--- config.mk ---
export PLATFORM = sky130hd
export DESIGN_NAME = inc_dec_arbiter
export DESIGN_NICKNAME = d
export VERILOG_FILES = /design/src/rtl/inc_dec_arbiter.sv
export SDC_FILE = /design/constraint.sdc
export NUM_CORES = 1
export LEC_CHECK = 0
export ABC_AREA = 1
export CORE_MARGIN = 2
export CORE_UTILIZATION = 55
export DETAILED_ROUTE_END_ITERATION = 8
export DONT_BUFFER_PORTS = 1
export HOLD_SLACK_MARGIN = 0.08
export PLACE_DENSITY = 0.7
export RECOVER_POWER = 50
export SLEW_MARGIN = 25
export SYNTH_ARGS = -nofsm -noshare
export SYNTH_HDL_FRONTEND = slang
export SYNTH_SLANG_ARGS = --single-unit
--- constraint.sdc ---
create_clock -name set -period 2.2 [get_ports set]
set_input_delay 0 -clock set [delete_from_list [all_inputs] [get_ports set]]
set_output_delay 0 -clock set [all_outputs]
set_load 0.05 [all_outputs]
--- src/rtl/inc_dec_arbiter.sv ---
// inc_dec_arbiter: round-robin arbiter granting four requesters single inc/dec steps on a shared mirrored counter
// Ports: set (clock), reset (async active-low), req[3:0] step requests, dir[3:0] per-requester direction (1=dec),
//        clr clear request; gnt/ack one-hot registered grant/completion, step/ctrl counter strobe and direction,
//        clr_out clear strobe, out[WIDTH-1:0] mirrored count.
// Build option: define INC_DEC_ARBITER_SAT_EN to saturate at the count limits instead of wrapping.
module inc_dec_arbiter #(
  parameter int WIDTH = 8
) (
  input  logic             set,
  input  logic             reset,
  input  logic [3:0]       req,
  input  logic [3:0]       dir,
  input  logic             clr,
  output logic [3:0]       gnt,
  output logic [3:0]       ack,
  output logic             step,
  output logic             ctrl,
  output logic             clr_out,
  output logic [WIDTH-1:0] out
);
  typedef enum logic [1:0] {IDLE, GRANT, STEP, DONE} state_t;
  state_t           r_state, w_state;
  logic [1:0]       r_ptr, w_ptr, r_win, w_win, w_idx, w_c;
  logic             r_dir, w_dir, w_found, w_sat;
  logic [3:0]       w_gnt, w_ack;
  logic             w_step, w_ctrl, w_clr_out;
  logic [WIDTH-1:0] w_out;
`ifdef INC_DEC_ARBITER_SAT_EN
  // a step that would cross a limit is dropped; the operation still completes with an ack
  assign w_sat = r_dir ? (out == '0) : (out == '1);
`else
  assign w_sat = 1'b0;
`endif
  always_comb begin
    w_state   = r_state;
    w_ptr     = r_ptr;
    w_win     = r_win;
    w_dir     = r_dir;
    w_gnt     = '0;
    w_ack     = '0;
    w_step    = 1'b0;
    w_ctrl    = 1'b0;
    w_clr_out = 1'b0;
    w_out     = out;
    w_found   = 1'b0;
    w_idx     = '0;
    w_c       = '0;
    // first requesting index at or after the pointer, wrapping modulo 4
    for (int k = 0; k < 4; k++) begin
      w_c = r_ptr + 2'(k);
      if (!w_found && req[w_c]) begin
        w_found = 1'b1;
        w_idx   = w_c;
      end
    end
    case (r_state)
      IDLE: begin
        if (clr) begin
          w_clr_out = 1'b1;
          w_out     = '0;
        end else if (w_found) begin
          w_win   = w_idx;
          w_dir   = dir[w_idx];
          w_gnt   = 4'b0001 << w_idx;
          w_state = GRANT;
        end
      end
      GRANT: begin
        w_step  = !w_sat;
        w_ctrl  = !w_sat && r_dir;
        w_state = STEP;
      end
      STEP: begin
        w_out   = step ? (ctrl ? out - WIDTH'(1) : out + WIDTH'(1)) : out;
        w_ack   = 4'b0001 << r_win;
        w_state = DONE;
      end
      default: begin
        w_ptr   = r_win + 2'd1;
        w_state = IDLE;
      end
    endcase
  end
  always_ff @(posedge set or negedge reset) begin
    if (!reset) begin
      r_state <= IDLE;
      r_ptr   <= '0;
      r_win   <= '0;
      r_dir   <= 1'b0;
      gnt     <= '0;
      ack     <= '0;
      step    <= 1'b0;
      ctrl    <= 1'b0;
      clr_out <= 1'b0;
      out     <= '0;
    end else begin
      r_state <= w_state;
      r_ptr   <= w_ptr;
      r_win   <= w_win;
      r_dir   <= w_dir;
      gnt     <= w_gnt;
      ack     <= w_ack;
      step    <= w_step;
      ctrl    <= w_ctrl;
      clr_out <= w_clr_out;
      out     <= w_out;
    end
  end
endmodule
==> impl_results.md <==
- Area of the mapped netlist: 1650 um^2
- Crit Path Class: flip-flop to flip-flop
- Relative slew slack: 10.4%
- Postcts setup bufs: 0
- Pwr Density: 1600 nW/um^2
- Starting density of the core: 58.8%
- # Max-Cap Violations: 0
- Buffers added on ports: 0
- Actual slew at the worst max-slew pin: 1340 ps
- Xor and xnor area share after synthesis: 2.12%
- RSZ-0062 raised after global routing: no
- Drt initial violations: 85
- Post-DP HPWL: 2390 um
- DP Cell Count: 239
- Tightest hold margin: 111 ps
- Final Slew Violations: 0
- Synthesized flop and latch total: 26
- Netlist cell types: 27
- Total GRT Usage: 20.4%
- Sequential area share after synthesis: 39.4%
- Wire length per cell: 12.5 um
- Root buf cell: clkbuf_4
- Max Fclk: 515 MHz
- Asr flop ratio synth: 100%
- Post-route ant nets: 0
- DR pass1 iterations: 6
- Commonest non-fill, non-tap cell in the layout: nand2_1
- Crit Path Max Fanout: 9
- Crit end category: flip-flop
- Placed instance area: 1720 um^2
- Pre-CTS setup slack: 268 ps
- Proportion of layout cells with a drive suffix above 1: 15.1%
- HP Class: input port to flip-flop
- Synth area leader: dfrtp_1
- Leak: 1.03 nW
- Mapped Nets: 229
- Nets: 246
- Die Wd: 58.8 um
- CTS max path bufs: 2
- Post-synth EDFFs: 0
- Die Span Y: 58.8 um
- Post-route DRC: 2
- Main combinational cell family by area after synthesis: simple AND/OR/NAND/NOR gates
- Worst Slack Setup Final: 259 ps
- First-pass GRT wire length: 5440 um
- Reg area: 651 um^2
- Failing checks: DRC
- Final setup violation count: 0
- TritonCTS buffer count: 3
- CTS tree: done
- H-tree Lvls: 1
- Boundary Pins: 30
- Grt total ovfl: 0
- Core area: 2810 um^2
- Non-Filler Instances: 250
- Vias per cell: 5.41
- CP startpoint kind: flip-flop
- Initial antenna violation count: 0
- Maximum VDD drop: 0.776 mV
- Crit path DAT: 2150 ps
- Largest net degree at the start of global routing: 27
- Ant. Diodes: 0
- Required @ worst endpoint: 2410 ps
- Clock skew: 5.55 ps
- Worst-path clk slew: 130 ps
- Top cell type's share of synthesized area: 39.4%
- Fin crit share: 88.2%
- Final Util: 64.5%
- Area of the multi-input gates: 853 um^2
- Synth Area in Simple Gates: 29.0%
- Mapped Avg Cell Area: 8.13 um^2
- Compound-Gate Fraction of Synth Area: 8.72%
- Synth Area in Adders: 11.8%
- Row count: 19
- Clk sinks: 26
- Final worst path period need: 1940 ps
- Synth area leaders: dfrtp_1 (39%), nand2_1 (12%), ha_1 (11%), inv_1 (6.8%), nand2_2 (5.3%)
- Final Cell Area: 1810 um^2
- Later-pin clock latency in the skew report: 310 ps
- Most used DFF post-synth: dfrtp_1
- Total number of vias: 1352
- Final Power: 2.90 mW
- Final hold vios: 0
- Vias in the first global route: 1356
- Status: finished, violations left
- Final Wtd Congestion: 0.887
- Most frequent cells in the layout: nand2_1 (52), inv_1 (30), dfrtp_1 (26)
- Total negative setup slack: 0 ps
- Yosys warnings: 0
- Mux share of post-synthesis cell area: 0%
- Synthesis-to-finish area growth: 9.55%
- Syn Inst Count: 203
- # fillers: 258
- Final WL: 3120 um
- Die footprint: 3450 um^2
==> per-layer routing <==
layer	share of wire (%)	up-vias	global-route usage [%]
met5	0	-	0
met4	0.71	0	3.90
met3	6.1	2	4.84
met2	50	41	35.4
met1	44	632	26.0
li1	-	677	-
==> power by group <==
part	switching [mW]	internal, mW	leakage (nW)
Combinational	1.07	0.511	0.666
Clock	0.131	0.101	0.0210
Sequential	0.436	0.653	0.345
==> worst max-delay path, cell delays in order (launching register included) <==
cell and delay, ps:
dfrtp_1 550, fa_1 520, a21oi_1 140, o21ai_0 100, nand2_1 90, nand2_1 50, a21oi_1 150, xor2_1 160
o21ai_0 80
==> cells in the mapped netlist (2+ instances only) <==
library cell,number
nand2_1,52
inv_1,30
dfrtp_1,26
ha_1,14
nand2_2,14
nor2_1,10
nand3_1,9
a21oi_1,8
o21ai_0,8
nand3_2,5
a31oi_1,3
inv_2,3
nand4_1,3
xor2_1,3
nand2_4,2
o21ai_1,2
==> cell type report <==
type,instances,area share (%)
timing repair buffer,13,5.19
inverter,34,7.47
sequential,26,36.0
tap,31,2.15
clock buffer,4,2.01
multi-input combinational,142,47.2
==> path summary, 6_finish.rpt <==
check                       start         end  slack [ps]  cells after the start
max in group asynchronous   reset  r_state[1]         910                      2
max                          ctrl      out[6]         260                      8
min in group asynchronous   reset      out[1]         500                      2
min reg2reg                 r_dir        ctrl         500                      2
max reg2reg                  ctrl      out[6]         260                      8
min                        req[3]      gnt[0]         110                      5
==> state kept, by name, indices dropped and copies added, names as in the netlist <==
| signal | cells |
|---|---|
| clr_out | 1 |
| r_dir | 1 |
| out | 8 |
| r_win | 2 |
| ctrl | 1 |
| r_ptr | 2 |
| gnt | 4 |
| r_state | 2 |
| ack | 4 |
| step | 1 |
==> cell families after synthesis <==
logic type / Yosys count
and+or+nand+nor: 98
xor gates and xnor gates: 4
AOI/OAI and AO/OA: 25
adders and majority gates: 15
DFF: 26
buffers and inverters: 35
==> repair_timing <==
action / 4_1_cts / 5_1_grt
resized for setup: 0 / 0
hold buffers: 7 / 0
hold endpoints to repair: 36 / 0
No activity file was read; power rests on OpenSTA's default activity.
